## src/rtl/elder_vitals_pkg.sv

```systemverilog
// Shared constants and helpers for the elderly-care vitals core.
// Holds the bpm width and saturation value, the default thresholds and
// periods used as parameter defaults by the core, and a saturating
// increment used by the beat counter.
package elder_vitals_pkg;

  localparam int BPM_W = 5;
  localparam logic [BPM_W-1:0] BPM_MAX = 5'd31;

  localparam int DEF_FALL_CYCLES   = 3;
  localparam int DEF_FALL_HOLD     = 4;
  localparam int DEF_WINDOW_CYCLES = 64;
  localparam int DEF_BPM_LOW       = 6;
  localparam int DEF_BPM_HIGH      = 20;
  localparam int DEF_REMIND_PERIOD = 100;
  localparam int DEF_REMIND_WIDTH  = 10;

  // Adds one when inc is set, but never wraps past BPM_MAX.
  function automatic logic [BPM_W-1:0] sat_inc(input logic [BPM_W-1:0] value,
                                               input logic inc);
    if (inc && (value != BPM_MAX)) begin
      return value + BPM_W'(1);
    end
    return value;
  endfunction

endpackage

```

## src/rtl/elder_vitals_bpm_window_counter.sv

```systemverilog
// Heartbeat-rate estimator.
// Counts rising edges of mono_pulse over a fixed window of WINDOW_CYCLES
// clocks and publishes the (saturated) count at the end of each window,
// together with a flag that is set when the count is outside
// [BPM_LOW, BPM_HIGH]. bpm and bpm_state hold between window ends.
// Ports:
//   clk        in   rising-edge clock
//   reset      in   asynchronous, active-low reset
//   mono_pulse in   heartbeat pulse level
//   bpm        out  beats counted in the last completed window
//   bpm_state  out  1 = last bpm outside the normal band
module bpm_window_counter
  import elder_vitals_pkg::*;
#(
  parameter int WINDOW_CYCLES = DEF_WINDOW_CYCLES,
  parameter int BPM_LOW       = DEF_BPM_LOW,
  parameter int BPM_HIGH      = DEF_BPM_HIGH
) (
  input  logic             clk,
  input  logic             reset,
  input  logic             mono_pulse,
  output logic [BPM_W-1:0] bpm,
  output logic             bpm_state
);

  localparam int WIN_W = (WINDOW_CYCLES > 1) ? $clog2(WINDOW_CYCLES) : 1;
  localparam logic [WIN_W-1:0] WIN_LAST = WIN_W'(WINDOW_CYCLES - 1);
  localparam logic [BPM_W-1:0] LOW_T    = BPM_W'(BPM_LOW);
  localparam logic [BPM_W-1:0] HIGH_T   = BPM_W'(BPM_HIGH);

  logic             mono_prev;
  logic [WIN_W-1:0] win_cnt;
  logic [BPM_W-1:0] beat_cnt;
  logic             rise;
  logic             win_wrap;
  logic [BPM_W-1:0] beat_total;

  // beat_total already includes an edge landing on the wrap cycle, so the
  // published value never loses the last beat of a window.
  always_comb begin
    rise       = mono_pulse & ~mono_prev;
    win_wrap   = (win_cnt == WIN_LAST);
    beat_total = sat_inc(beat_cnt, rise);
  end

  always_ff @(posedge clk or negedge reset) begin
    if (!reset) begin
      mono_prev <= 1'b0;
      win_cnt   <= '0;
      beat_cnt  <= '0;
      bpm       <= '0;
      bpm_state <= 1'b0;
    end else begin
      mono_prev <= mono_pulse;
      if (win_wrap) begin
        win_cnt   <= '0;
        beat_cnt  <= '0;
        bpm       <= beat_total;
        bpm_state <= (beat_total < LOW_T) || (beat_total > HIGH_T);
      end else begin
        win_cnt   <= win_cnt + WIN_W'(1);
        beat_cnt  <= beat_total;
      end
    end
  end

endmodule

```

## src/rtl/elder_vitals_core.sv

```systemverilog
// Synchronous core of the elderly-care monitor: fall alarm, heartbeat-rate
// estimator and periodic medicine reminder, all independent on one clock.
// Ports:
//   clk               in   rising-edge clock
//   reset             in   asynchronous, active-low reset
//   fall_detector     in   raw fall-sensor level
//   mono_pulse        in   heartbeat pulse level
//   fall_state        out  fall alarm (registered)
//   bpm               out  beats in the last completed window
//   bpm_state         out  1 = bpm outside the normal band
//   medicine_reminder out  periodic reminder pulse (registered)
module elder_vitals_core
  import elder_vitals_pkg::*;
#(
  parameter int FALL_CYCLES   = DEF_FALL_CYCLES,
  parameter int FALL_HOLD     = DEF_FALL_HOLD,
  parameter int WINDOW_CYCLES = DEF_WINDOW_CYCLES,
  parameter int BPM_LOW       = DEF_BPM_LOW,
  parameter int BPM_HIGH      = DEF_BPM_HIGH,
  parameter int REMIND_PERIOD = DEF_REMIND_PERIOD,
  parameter int REMIND_WIDTH  = DEF_REMIND_WIDTH
) (
  input  logic             clk,
  input  logic             reset,
  input  logic             fall_detector,
  input  logic             mono_pulse,
  output logic             fall_state,
  output logic [BPM_W-1:0] bpm,
  output logic             bpm_state,
  output logic             medicine_reminder
);

  localparam int HIGH_W = $clog2(FALL_CYCLES + 1);
  localparam int HOLD_W = $clog2(FALL_HOLD + 1);
  localparam int REM_W  = (REMIND_PERIOD > 1) ? $clog2(REMIND_PERIOD) : 1;

  localparam logic [HIGH_W-1:0] HIGH_SAT = HIGH_W'(FALL_CYCLES);
  localparam logic [HOLD_W-1:0] HOLD_MAX = HOLD_W'(FALL_HOLD);
  localparam logic [REM_W-1:0]  REM_LAST = REM_W'(REMIND_PERIOD - 1);
  localparam logic [REM_W-1:0]  REM_ON   = REM_W'(REMIND_PERIOD - REMIND_WIDTH);

  // Fall detection
  logic [HIGH_W-1:0] high_cnt;
  logic [HIGH_W-1:0] high_next;
  logic [HOLD_W-1:0] hold_cnt;
  logic [HOLD_W-1:0] hold_next;
  logic              qualified;
  logic              fall_next;

  // The hold is reloaded on every cycle the sensor is qualified, so it only
  // starts running down once the sustained assertion ends; a new qualifying
  // assertion during the hold simply reloads it.
  always_comb begin
    high_next = '0;
    hold_next = '0;
    qualified = (high_cnt == HIGH_SAT);
    if (fall_detector) begin
      high_next = qualified ? high_cnt : high_cnt + HIGH_W'(1);
    end
    if (qualified) begin
      hold_next = HOLD_MAX;
    end else if (hold_cnt != '0) begin
      hold_next = hold_cnt - HOLD_W'(1);
    end
    fall_next = qualified || (hold_cnt != '0);
  end

  always_ff @(posedge clk or negedge reset) begin
    if (!reset) begin
      high_cnt   <= '0;
      hold_cnt   <= '0;
      fall_state <= 1'b0;
    end else begin
      high_cnt   <= high_next;
      hold_cnt   <= hold_next;
      fall_state <= fall_next;
    end
  end

  // Medicine reminder: the registered compare makes the pulse occupy the
  // last REMIND_WIDTH cycles of each period, shifted by one clock.
  logic [REM_W-1:0] rem_cnt;

  always_ff @(posedge clk or negedge reset) begin
    if (!reset) begin
      rem_cnt           <= '0;
      medicine_reminder <= 1'b0;
    end else begin
      rem_cnt           <= (rem_cnt == REM_LAST) ? '0 : rem_cnt + REM_W'(1);
      medicine_reminder <= (rem_cnt >= REM_ON);
    end
  end

  // Heartbeat-rate estimator
  bpm_window_counter #(
    .WINDOW_CYCLES (WINDOW_CYCLES),
    .BPM_LOW       (BPM_LOW),
    .BPM_HIGH      (BPM_HIGH)
  ) u_bpm (
    .clk        (clk),
    .reset      (reset),
    .mono_pulse (mono_pulse),
    .bpm        (bpm),
    .bpm_state  (bpm_state)
  );

endmodule

```

## config.mk

```make
export PLATFORM = sky130hd
export DESIGN_NAME = elder_vitals_core
export DESIGN_NICKNAME = d
export VERILOG_FILES = /design/src/rtl/elder_vitals_pkg.sv /design/src/rtl/elder_vitals_bpm_window_counter.sv /design/src/rtl/elder_vitals_core.sv
export SDC_FILE = /design/constraint.sdc
export NUM_CORES = 1
export LEC_CHECK = 0
export ABC_AREA = 1
export BUFFER_PORTS_ARGS = -buffer_cell sky130_fd_sc_hd__buf_2
export CAP_MARGIN = 20
export CORE_ASPECT_RATIO = 1.4
export CORE_MARGIN = 2
export CORE_UTILIZATION = 52
export DETAILED_ROUTE_END_ITERATION = 10
export GPL_TIMING_DRIVEN = 0
export HOLD_SLACK_MARGIN = 0.08
export PLACE_DENSITY = 0.75
export SETUP_SLACK_MARGIN = 0.2
export SLEW_MARGIN = 20
export SYNTH_ARGS = -nofsm -noshare
export SYNTH_HDL_FRONTEND = slang
export SYNTH_HIERARCHICAL = 1
export SYNTH_SLANG_ARGS = --single-unit
```

## constraint.sdc

```tcl
create_clock -name clk -period 1.64 [get_ports clk]
set_clock_uncertainty 0.05 [all_clocks]
set_input_delay 0.246 -clock clk [delete_from_list [all_inputs] [get_ports clk]]
set_output_delay 0.246 -clock clk [all_outputs]
set_load 0.03 [all_outputs]
```

=== Yosys cells after proc, flatten, opt, wreduce, memory -nomap -nowiden ===
Cells that the tools add are included.

* Flip-flop bits (word level): 32
* Latch bits: 0
* RAM bits: 0
* ROM bits: 0
* Input port bits: 4
* Output and inout port bits: 8
* Word-level logic and storage cells: 39
* Memories: 0

* Add/sub/neg operators: 5
* Multipliers: 0
* Divide/modulo/power cells: 0
* Magnitude comparators: 3
* Eq/ne operators: 5
* Shifts and indexed selects: 0
* Muxes and demuxes: 10
* Bitwise logic cells: 2
* Reduce and logical (&&, ||, !) cells: 4

{| class="wikitable"
|+ Operator list
! kind !! number
|-
| two-way mux 5 bit || 3
|-
| adder 7 x 1 -> 7 bit, second input constant || 1
|-
| == test 7 bit, second input constant || 1
|-
| >= comparator 7 bit, second input constant || 1
|-
| two-way mux 7 bit || 1
|-
| adder 6 x 1 -> 6 bit, second input constant || 1
|-
| == test 6 bit, second input constant || 1
|-
| two-way mux 3 bit || 2
|-
| two-way mux 6 bit || 1
|-
| adder 5 x 1 -> 5 bit, second input constant || 1
|-
| > comparator 5 bit, second input constant || 1
|-
| less-than comparator 5 x 3 -> 1 bit, second input constant || 1
|-
| != test 5 bit, second input constant || 1
|-
| two-way mux 2 bit || 2
|-
| nonzero test 3 bit || 1
|-
| subtractor 3 x 1 -> 3 bit, second input constant || 1
|-
| adder 2 x 1 -> 2 bit, second input constant || 1
|-
| == test 2 bit, second input constant || 1
|-
| logical OR 1 bit || 2
|-
| != test 2 bit, second input constant || 1
|-
| bitwise AND 1 bit || 1
|-
| logical AND 1 bit || 1
|-
| two-way mux 1 bit || 1
|-
| inverter 1 bit || 1
|}

=== Depth between registers and ports, before layout ===
* Depth in word-level cells: 7
* Mapped depth: 13
* Mapped depth without buffers: 13

=== Cells and area by module ===
The synthesis kept the hierarchy.

{| class="wikitable"
|+ By module, submodules not included
! module !! times used !! cells each !! area each (um2) !! seq. area each (um2)
|-
| bpm_window_counter || 1 || 94 || 853.3 || 450.4
|-
| elder_vitals_core || 1 || 71 || 636.9 || 350.3
|}

=== Worst setup path before layout ===
No wires, ideal clock.

* Path type: reg2reg
* From: register u_bpm.beat_cnt[0]
* To: register u_bpm.bpm_state
* Setup time: 116 ps
* Arrival: 1,546 ps
* Required time: 1,474 ps
* Path slack: -72 ps
* Stages on the path, launching flop included: 13
* Path buffers: 0
* Period minus slack after synthesis: 1,712 ps
* Path through: dfrtp_1 -> ha_1 -> inv_1 -> nor2_1 -> ha_1 -> nor2_2 -> nand2_2 -> nand2_1 -> nand2_1 -> o21ai_0 -> nand2_1 -> nand2_1 -> nand2_1

* Word-level cells in the longest chain between the ends: 6
* Elaborated cells between the ends (all ways): 9
* Those cells by class: 1 x add/sub; 2 x order compare; 1 x eq/ne; 3 x mux; 2 x reduce/logical

{| class="wikitable"
|+ Ends and longest elaborated chain
! what !! RTL line !! RTL
|-
| start, declared || elder_vitals_bpm_window_counter.sv:33 || <nowiki>logic [BPM_W-1:0] beat_cnt;</nowiki>
|-
| start signal, assigned || elder_vitals_bpm_window_counter.sv:62 || <nowiki>beat_cnt <= beat_total;</nowiki>
|-
| branches (longest 3 deep; another with adder 5 x 1 -> 5 bit) || - ||
|-
| two-way mux 5 bit (*) || elder_vitals_pkg.sv:24 || <nowiki>return value;</nowiki>
|-
| less-than comparator 5 x 3 -> 1 bit or > comparator 5 bit (tied branches) || elder_vitals_bpm_window_counter.sv:59 || <nowiki>bpm_state <= (beat_total < LOW_T) || (beat_total > HIGH_T);</nowiki>
|-
| logical OR 1 bit (*) || elder_vitals_bpm_window_counter.sv:59 ||
|-
| end signal, assigned || elder_vitals_bpm_window_counter.sv:59 ||
|-
| end, declared || elder_vitals_bpm_window_counter.sv:23 || <nowiki>output logic bpm_state</nowiki>
|}

Mark *: on every way between the ends. The select of a mux whose other input is x is not followed.
A chain may end at the register's enable or synchronous reset.

=== Worst setup path in the final report ===
Ends and elaborated chain as after synthesis.

==> results.txt <==
Synthesis Warnings: 6
Post-synthesis sequential area ratio: 53.7%
I/O pin cnt: 12
Row count: 23
Multi-input logic area: 688 um^2
Setup crit start kind: flop
Clock power frac: 30.5%
Synthesized area per cell: 9.03 um^2
Initial Util: 53.4%
GP Congestion: 0.777
Worst path bufs/invs: 3
Fin nets: 207
Pin count of the biggest net entering global routing: 33
Slew Viols, Final: 0
Worst-path clk slew: 0.06 ns
Slew Limit Headroom: 53.6%
Core box area: 2790 um^2
TritonCTS clock tree: done
Vias in the first global route: 1,151
Clk Latency, worst-skew pair: 0.29 ns
Starting DRT DRC Count: 19
Synth Cell Area: 1490 um^2
Synth Instances: 165
Chip height: 67.3 um
# setup viols final: 3
Switch share: 29.8%
Sequential Area: 801 um^2
Fraction of layout cells with a size suffix above 1: 30.8%
Failing checks: negative setup slack
Status: finished with violations
P&R area growth vs syn: 25.9%
P_sw: 0.623 mW
Critical Path AT: 1.88 ns
Maximum fanout along the worst path: 3
Avg Vias per Cell: 4.92
Clock root buffer: clkbuf_8
Worst Tran Pin Value: 0.696 ns
Comb pwr share: 24.1%
Synth Net Count: 177
Worst path max stage delay: 0.40 ns
Commonest non-fill, non-tap cell in the layout: nand2_1
Dpl hpwl: 1.96 mm
CP cell instances: ha_2 > inv_2 > nor2_2 > ha_4 > nor2_4 > buf_4 > nand3_1 > nand2_2 > nand2_1 > nand3_1 > nand2_1 > inv_1 > nand2_1
Leak pwr: 0.963 nW
Clk sinks: 32
1st-pass router iterations: 3
PnR worst setup slack: -0.119 ns
Delay-heaviest family, CP: simple AND/OR/NAND/NOR gates
Slowest CP cell: dfrtp_1
I/O Buffers: 11
Antenna fix cells: 0
Distinct cells, synth: 22
Worst path required time: 1.76 ns
Cell Int Power: 1.47 mW
Placed Cells: 213
Crit path kind: reg2reg
Final Non-Filler Cells: 232
Maximum vdd drop: 0.000729 V
Pwr dens: 1110 nW/um^2
Total grt overflow: 0
Final ANT Viol Nets: 0
Clock Path Buffers: 2
Most frequent cells in the layout: nand2_1 (34), dfrtp_1 (32), nor2_1 (17)
Setup crit end kind: flop
CTS Buf Count: 5
Die area: 3320 um^2
Post-route DRC violation count: 0
RSZ-0062 raised after global routing: yes
Initial antenna violation count: 0
Vias: 1,142
Total wire length: 2.89 mm
Final Hold Fails: 0
Period utilization: 107%
H-tree levels: 2
# Max-Cap Violations: 0
Minimum clock period after layout: 1.76 ns
Setup TNS: -0.222 ns
First-pass GRT wire length: 4.69 mm
FILL cells: 222
Tightest Hold Check Type: in2reg
CP dominant cell by count: nand2_1
Sequential Power Share: 45.4%
Die width: 49.2 um
Seq cells post-synth: 32
Max Freq: 569 MHz
Wirelength per Cell: 12.5 um
GRT Util Overall: 19.6%
==> area by class of cell <==
class,instances,share of cell area (%)
multi-input cells,112,36.7
flip-flops and latches,32,42.7
well taps,37,2.47
plain buffers,1,0.801
clock buffers,7,5.14
repair buffers,23,8.07
inverters,20,4.14
==> cell usage after synthesis (all sizes together) <==
cell	instances	area (um^2)
a31oi	2	12.5
or2	2	12.5
nor2	26	118
inv	19	71.3
xnor2	2	17.5
nor3	2	10.0
ha	8	100
nand3	8	45.0
buf	1	11.3
xor2	2	17.5
o21bai	1	7.51
nand2	41	164
dfrtp	32	801
o21ai	8	40.0
clkinv	1	5.00
nand3b	3	22.5
a21oi	7	35.0
==> power by group through the flow <==
| stage | Sequential [mW] | Clock [mW] | Combinational [mW] |
|---|---|---|---|
| after floorplan | 0.970 | 0 | 0.230 |
| after global placement | 0.951 | 0 | 0.317 |
| after detailed placement | 0.961 | 0 | 0.352 |
| after CTS | 0.941 | 0.669 | 0.404 |
| after global routing | 0.963 | 0.695 | 0.563 |
| final | 0.948 | 0.638 | 0.504 |
==> flip-flops by register name, indices dropped and copies added, names as in the netlist <==
signal	count
medicine_reminder	1
u_bpm/win_cnt	6
u_bpm/beat_cnt	5
high_cnt	2
u_bpm/bpm	5
rem_cnt	7
fall_state	1
u_bpm/bpm_state	1
hold_cnt	3
u_bpm/mono_prev	1
==> per-layer routing <==
layer	track usage (%)	vias to the layer above	wire [um]
met5	0	-	0
met4	12.9	0	79
met3	5.53	7	97
met2	36.1	12	1590
met1	19.0	545	1120
li1	-	578	-
==> kinds of logic (layout without fill, tap and decap cells) <==
| logic type | Yosys count | in the layout | synth area share, % |
|---|---|---|---|
| AOI/OAI and AO/OA | 18 | 18 | 6.38 |
| xor gates and xnor gates | 4 | 4 | 2.35 |
| adders and majority gates | 8 | 8 | 6.72 |
| and+or+nand+nor | 82 | 82 | 24.9 |
| buffers and inverters | 21 | 51 | 5.88 |
| DFF | 32 | 32 | 53.7 |
==> per-stage QoR <==
stage               hold slack [ns]  cell area [um^2]  setup WS, ns  util, %  total power [mW]
detailed placement            0.280              1600        -0.149     57.5              1.31
CTS                          0.0938              1740        -0.132     62.2              2.01
global placement              0.268              1600       -0.0722     57.5              1.27
global route                  0.114              1880        -0.242     67.2              2.22
floorplan                   -0.0996              1500        0.0435        -              1.20
finish                        0.123              1880        -0.119     67.2              2.09
==> timing repair <==
item                                   CTS  global route
resized for setup                        4            22
hold buffers                             1             0
setup endpoints to repair               11            13
setup buffers                            3             8
endpoints found under the hold margin   32             0
pin swaps                               10            10
==> final timing paths <==
| check | startpoint | end | slack (ns) | cells after the start |
|---|---|---|---|---|
| min | mono_pulse | u_bpm/mono_prev$_DFF_PN0_ | 0.12 | 1 |
| max in group asynchronous | reset | u_bpm/beat_cnt[3]$_DFF_PN0_ | 0.59 | 2 |
| max | u_bpm/beat_cnt[0]$_DFF_PN0_ | u_bpm/bpm_state$_DFFE_PN0P_ | -0.12 | 13 |
| min reg2reg | rem_cnt[0]$_DFF_PN0_ | rem_cnt[0]$_DFF_PN0_ | 0.42 | 1 |
| min in group asynchronous | reset | hold_cnt[2]$_DFF_PN0_ | 0.49 | 2 |
| max reg2reg | u_bpm/beat_cnt[0]$_DFF_PN0_ | u_bpm/bpm_state$_DFFE_PN0P_ | -0.12 | 13 |
(Power assumes the default switching activity.)
